### src/rtl/rv32c_fetch_aligner_if.sv
// Fetch-side and decode-side handshake bundle of the RV32C fetch aligner.
// slave: aligner side (takes fetch words, presents instructions); master: the environment.
interface rv32c_fetch_aligner_if;
  logic        redirect;
  logic [31:0] redirect_pc;
  logic [31:0] fdata;
  logic        fdata_valid;
  logic        fdata_ready;
  logic [31:0] inst;
  logic [15:0] inst16;
  logic        is_compressed;
  logic [31:0] inst_pc;
  logic        inst_valid;
  logic        inst_ready;

  modport slave (
    input  redirect, redirect_pc,
    input  fdata, fdata_valid, inst_ready,
    output fdata_ready, inst, inst16,
    output is_compressed, inst_pc, inst_valid
  );

  modport master (
    output redirect, redirect_pc,
    output fdata, fdata_valid, inst_ready,
    input  fdata_ready, inst, inst16,
    input  is_compressed, inst_pc, inst_valid
  );
endinterface

### src/rtl/rv32c_fetch_aligner.sv
// Halfword realignment queue: word fetches in, one whole RV32/RV32C instruction out per cycle.
// Ports: CLK, nRST (async low), bus (slave modport: redirect, fetch word handshake, instruction handshake).
module rv32c_fetch_aligner #(
  parameter logic [31:0] RESET_PC = 32'h0000_0200
) (
  input logic              CLK,
  input logic              nRST,
  rv32c_fetch_aligner_if.slave bus
);
  logic [15:0] q    [4];
  logic [15:0] sh   [4];
  logic [15:0] q_nx [4];
  logic [2:0]  count;
  logic [2:0]  count_nx;
  logic [2:0]  pop_n;
  logic [2:0]  push_n;
  logic [2:0]  keep;
  logic [31:0] pc;
  logic        drop_low;
  logic        head_c;
  logic        push;
  logic        pop;
  logic        unused_pc0;

  assign unused_pc0 = bus.redirect_pc[0];

  assign head_c = q[0][1:0] != 2'b11;

  assign bus.inst_valid =
    (count != 3'd0 && head_c) || count >= 3'd2;
  assign bus.fdata_ready =
    count <= 3'd2 && !bus.redirect;
  assign bus.is_compressed = head_c;
  assign bus.inst16 = q[0];
  assign bus.inst = head_c ?
    {16'h0, q[0]} : {q[1], q[0]};
  assign bus.inst_pc = pc;

  assign push = bus.fdata_valid && bus.fdata_ready;
  assign pop = bus.inst_valid && bus.inst_ready &&
    !bus.redirect;

  assign pop_n = !pop ? 3'd0 :
    head_c ? 3'd1 : 3'd2;
  assign push_n = !push ? 3'd0 :
    drop_low ? 3'd1 : 3'd2;
  assign keep = count - pop_n;
  assign count_nx = keep + push_n;

  // Shift out popped entries, then append the
  // pushed halfwords behind the survivors.
  always_comb begin
    sh = q;
    unique case (1'b1)
      pop_n == 3'd2:
        sh = '{q[2], q[3], 16'h0, 16'h0};
      pop_n == 3'd1:
        sh = '{q[1], q[2], q[3], 16'h0};
      default:
        sh = q;
    endcase
    for (int i = 0; i < 4; i++) begin
      q_nx[i] = sh[i];
      if (push) begin
        if (drop_low) begin
          if (keep == 3'(i))
            q_nx[i] = bus.fdata[31:16];
        end else begin
          if (keep == 3'(i))
            q_nx[i] = bus.fdata[15:0];
          if (keep + 3'd1 == 3'(i))
            q_nx[i] = bus.fdata[31:16];
        end
      end
    end
  end

  always_ff @(posedge CLK or negedge nRST) begin
    if (!nRST) begin
      count    <= 3'd0;
      pc       <= RESET_PC;
      drop_low <= RESET_PC[1];
      q        <= '{default: 16'h0};
    end else if (bus.redirect) begin
      count    <= 3'd0;
      pc       <= {bus.redirect_pc[31:1], 1'b0};
      drop_low <= bus.redirect_pc[1];
    end else begin
      count <= count_nx;
      q     <= q_nx;
      if (pop)
        pc <= pc + (head_c ? 32'd2 : 32'd4);
      if (push)
        drop_low <= 1'b0;
    end
  end
endmodule

### src/flat_wrapper.sv
// flat-port wrapper written by rule: the top's interface ports become plain ports
module rv32c_fetch_aligner_flat 
#(
  parameter logic [31:0] RESET_PC = 32'h0000_0200
)
  (CLK, nRST, bus_redirect, bus_redirect_pc, bus_fdata, bus_fdata_valid, bus_inst_ready, bus_fdata_ready, bus_inst, bus_inst16, bus_is_compressed, bus_inst_pc, bus_inst_valid);
  rv32c_fetch_aligner_if bus_i ();
  input logic CLK;
  input logic nRST;
  input wire logic [$bits(bus_i.redirect)-1:0] bus_redirect;
  input wire logic [$bits(bus_i.redirect_pc)-1:0] bus_redirect_pc;
  input wire logic [$bits(bus_i.fdata)-1:0] bus_fdata;
  input wire logic [$bits(bus_i.fdata_valid)-1:0] bus_fdata_valid;
  input wire logic [$bits(bus_i.inst_ready)-1:0] bus_inst_ready;
  output wire logic [$bits(bus_i.fdata_ready)-1:0] bus_fdata_ready;
  output wire logic [$bits(bus_i.inst)-1:0] bus_inst;
  output wire logic [$bits(bus_i.inst16)-1:0] bus_inst16;
  output wire logic [$bits(bus_i.is_compressed)-1:0] bus_is_compressed;
  output wire logic [$bits(bus_i.inst_pc)-1:0] bus_inst_pc;
  output wire logic [$bits(bus_i.inst_valid)-1:0] bus_inst_valid;
  assign bus_i.redirect = bus_redirect;
  assign bus_i.redirect_pc = bus_redirect_pc;
  assign bus_i.fdata = bus_fdata;
  assign bus_i.fdata_valid = bus_fdata_valid;
  assign bus_i.inst_ready = bus_inst_ready;
  assign bus_fdata_ready = bus_i.fdata_ready;
  assign bus_inst = bus_i.inst;
  assign bus_inst16 = bus_i.inst16;
  assign bus_is_compressed = bus_i.is_compressed;
  assign bus_inst_pc = bus_i.inst_pc;
  assign bus_inst_valid = bus_i.inst_valid;
  rv32c_fetch_aligner #(.RESET_PC(RESET_PC)) u_core (.CLK(CLK), .nRST(nRST), .bus(bus_i));
endmodule
### config.mk
export PLATFORM = sky130hd
export DESIGN_NAME = rv32c_fetch_aligner_flat
export DESIGN_NICKNAME = d
export VERILOG_FILES = /design/src/rtl/rv32c_fetch_aligner_if.sv /design/src/rtl/rv32c_fetch_aligner.sv /design/src/flat_wrapper.sv
export SDC_FILE = /design/constraint.sdc
export NUM_CORES = 1
export LEC_CHECK = 0
export ABC_AREA = 0
export ABC_CLOCK_PERIOD_IN_PS = 4300
export CAP_MARGIN = 10
export CORE_MARGIN = 4
export CORE_UTILIZATION = 45
export CTS_CLUSTER_DIAMETER = 120
export DETAILED_ROUTE_END_ITERATION = 12
export PLACE_DENSITY_LB_ADDON = 0.12
export SKIP_LAST_GASP = 1
export SLEW_MARGIN = 10
export SYNTH_ARGS = -nofsm -noshare
export SYNTH_HDL_FRONTEND = slang
export SYNTH_SLANG_ARGS = --single-unit
### constraint.sdc
create_clock -name CLK -period 4.3 [get_ports CLK]
set_input_delay 1.29 -clock CLK [delete_from_list [all_inputs] [get_ports CLK]]
set_output_delay 1.29 -clock CLK [all_outputs]
set_load 0.01 [all_outputs]
==> qor.txt <==
status = complete, no violations
Max Slew Vio Count = 0
Top FF cell, synth = dfrtp_1
hold path start = u_core.q[20]
P_leak = 0.00389 uW
Adder-Cell Fraction of Synth Area = 0.0149
multi-input logic area = 0.00504 mm2
CTS sink cnt = 99
worst hold path type = flip-flop to flip-flop
clk slew on worst S/H paths = 80 ps
Async SR Flop Fraction = 1.00
placed cell count = 1288
global-route usage over all layers = 0.283
# port buffers = 149
Avg Synthesized Cell Area = 8.29 um2
vias per cell = 6.45
Final Cycle Share = 0.953
CTS root buf = clkbuf_16
PnR Total Power = 7520 uW
Placer Congestion = 0.870
Worst-Margin Slew = 1150 ps
delay-heaviest family, CP = adder cells
Seq/Total Area, Yosys = 0.302
# hold bufs at CTS = 0
H-tree depth = 3
maximum root-to-sink buffer count = 2
data arrival time of the worst path = 4360 ps
Worst Path Buf+Inv = 4
Routed WL = 28800 um
TritonCTS clock tree = built
YS warnings = 0
final hold vios = 0
Worst IR Drop VDD = 401 uV
post-synthesis mux area share = 0.0590
fin crit period = 4100 ps
dpl hpwl = 19300 um
worst r2r src = u_core.bus.inst16[1]
Post-Synthesis Cells = 989
compound-cell area share of the yosys netlist = 0.300
critical path cell sequence = clkdlybuf4s50_1, nor2b_4, nor3b_4, ha_4, inv_2, fa_2, nor2b_4, ha_4, buf_4, nor3b_1, buf_12, a22oi_1, o221ai_1, o32a_1
fillcell total = 1684
critical-path maximum fanout = 11
layout cells sized above 1 = 0.121
final setup fails = 0
DR iter-0 viols = 837
Die ar. = 0.0205 mm2
routed vias = 8406
Post-Syn Area = 0.00820 mm2
DRC Markers = 0
Detail Route Antenna Nets = 0
FF+latch area = 0.00248 mm2
Required @ worst endpoint = 4560 ps
# rows = 49
worst relative slew slack = 0.234
final core occ = 0.571
FMAX = 0.244 GHz
I/O pin cnt = 152
#FFs+latches synth = 99
Post-Synth XOR/XNOR Area = 0.0308
initial antenna violation count = 0
Antenna diodes = 0
P&R area growth vs syn = 24.9%
global-route wire length before repair = 45700 um
core box area = 0.0180 mm2
largest net degree at the start of global routing = 64
Die Y = 143 um
clk_lat worst skew = 370 ps
main combinational cell family by area after synthesis = compound AO/OA/AOI/OAI gates
Synth Net Count = 1066
WL/cell = 22.1 um
clock skew = 11.8 ps
total gr overflow = 0
CP max stage delay = 530 ps
Setup CP Type = input port to flip-flop
Synth Area in Simple Gates = 0.191
Startpoint Class = input port
Crit. Startpoint = bus_inst_ready
RSZ-0062 raised after global routing = no
Crit. End Element = flip-flop
die width = 143 um
Detailed Routing Iterations Pass 1 = 5
Slowest cell on crit path = fa_2
fin cells = 1304
Nets = 1147
maxcap violations = 0
CTS Buf Count = 9
post-synthesis cell type count = 64
PD cells = 734 mW/mm2
Initial Util = 0.457
vias in the first global route = 8084
EDFF count, synth = 0
==> cells by family after synthesis <==
| family | count (synthesis) |
|---|---|
| DFF | 99 |
| xor gates and xnor gates | 28 |
| buffers and inverters | 160 |
| AOI/OAI and AO/OA | 325 |
| muxes | 46 |
| adders and majority gates | 8 |
| and+or+nand+nor | 322 |
| other | 1 |
==> worst reg2reg max path: stages (launching register included) <==
cell,delay (ps)
dfrtp_1,350
buf_4,230
and2_1,220
buf_4,430
nand2_1,180
fa_2,560
nor2b_4,170
ha_4,220
buf_4,140
nor3b_1,160
buf_12,160
a22oi_1,160
o221ai_1,140
o32a_1,320
==> per-stage QoR <==
step | TNS (ps) | hold WS (ps) | instance area [um2] | worst slack [ps]
2_1_floorplan | -361 | 508 | 8400 | -59.6
3_3_place_gp | -4910 | 535 | 9940 | -170
3_5_place_dp | -5300 | 532 | 9940 | -172
4_1_cts | 0 | 549 | 10200 | 189
5_1_grt | 0 | 582 | 10200 | 2.53
6_report | 0 | 552 | 10200 | 203
==> cell type report <==
type	instances	area share
clock buffers	9	0.0220
clock inverters	7	0.00794
repair buffers	212	0.202
multi-input cells	730	0.492
flip-flops and latches	99	0.242
well taps	229	0.0280
inverters	18	0.00659
==> flip-flops by register name, summed over array words and instances, names as in the netlist <==
name and count:
u_core.count 3, u_core.bus.inst16 16, u_core.drop_low 1, u_core.q 48
u_core.bus.inst_pc 31
==> routing by layer <==
layer	part of all wire	global-route usage
met2	0.44	0.426
met1	0.44	0.405
met3	0.088	0.0683
met4	0.025	0.0790
met5	0	0
==> power breakdown <==
group / switching (uW) / internal (uW)
registers: 425 / 1260
clock network: 443 / 416
logic: 2630 / 2340
total: 3500 / 4020
==> cell usage after synthesis (5+ instances only) <==
| cell type | instances | area [um2] |
|---|---|---|
| o21a_1 | 17 | 128 |
| a221oi_1 | 13 | 114 |
| o221ai_1 | 7 | 61.3 |
| a2bb2oi_1 | 13 | 114 |
| nand2_1 | 112 | 420 |
| nor3_1 | 16 | 80.1 |
| ha_1 | 5 | 62.6 |
| dfrtp_1 | 98 | 2450 |
| buf_6 | 9 | 101 |
| xnor2_1 | 25 | 219 |
| a22oi_1 | 22 | 165 |
| a311oi_1 | 26 | 228 |
| nor2b_1 | 6 | 37.5 |
| a221o_1 | 26 | 260 |
| inv_1 | 15 | 56.3 |
| a32oi_1 | 5 | 43.8 |
| nand3_1 | 55 | 275 |
| nor2_1 | 62 | 233 |
| buf_2 | 27 | 135 |
| o32ai_1 | 15 | 131 |
| o22ai_1 | 25 | 156 |
| a22o_1 | 26 | 228 |
| and3_1 | 22 | 138 |
| nand3b_1 | 18 | 135 |
| o21ai_0 | 63 | 315 |
| mux2i_1 | 27 | 270 |
| buf_4 | 36 | 270 |
| nor4_1 | 9 | 56.3 |
| a21oi_1 | 7 | 35.0 |
| mux2_1 | 6 | 67.6 |
| o21ai_1 | 7 | 35.0 |
| clkbuf_1 | 67 | 251 |
| o32a_1 | 20 | 200 |
| mux2_2 | 13 | 146 |
| a31oi_1 | 20 | 125 |
==> timing repair <==
item | 4_1_cts | 5_1_grt
setup endpoints to repair | 0 | 4
gates resized for setup | 0 | 1
buffers inserted | 0 | 0
==> cell usage in the layout (no fill, tap or decap), types with 13 or more instances in the layout <==
| cell | n |
|---|---|
| a221o_1 | 26 |
| a22o_1 | 26 |
| a22oi_1 | 22 |
| a2bb2oi_1 | 13 |
| a311oi_1 | 26 |
| a31oi_1 | 20 |
| and3_1 | 22 |
| buf_4 | 55 |
| clkdlybuf4s50_1 | 147 |
| dfrtp_1 | 98 |
| inv_1 | 14 |
| mux2_2 | 13 |
| mux2i_1 | 27 |
| nand2_1 | 112 |
| nand3_1 | 55 |
| nand3b_1 | 18 |
| nor2_1 | 61 |
| nor3_1 | 16 |
| o21a_1 | 16 |
| o21ai_0 | 59 |
| o22ai_1 | 25 |
| o32a_1 | 20 |
| o32ai_1 | 15 |
| xnor2_1 | 25 |
==> path summary, 6_finish.rpt <==
check                                              to  slack (ps)  depth (start not counted)
worst max-delay path                     u_core.q[44]         200                         14
worst min-delay path                     u_core.q[20]         550                          2
worst max register to register           u_core.q[44]         770                         13
worst min register to register           u_core.q[20]         550                          2
max in group asynchronous       u_core.bus.inst_pc[9]        2560                          2
min in group asynchronous                u_core.q[16]         970                          1
No activity file was read; power rests on OpenSTA's default activity.
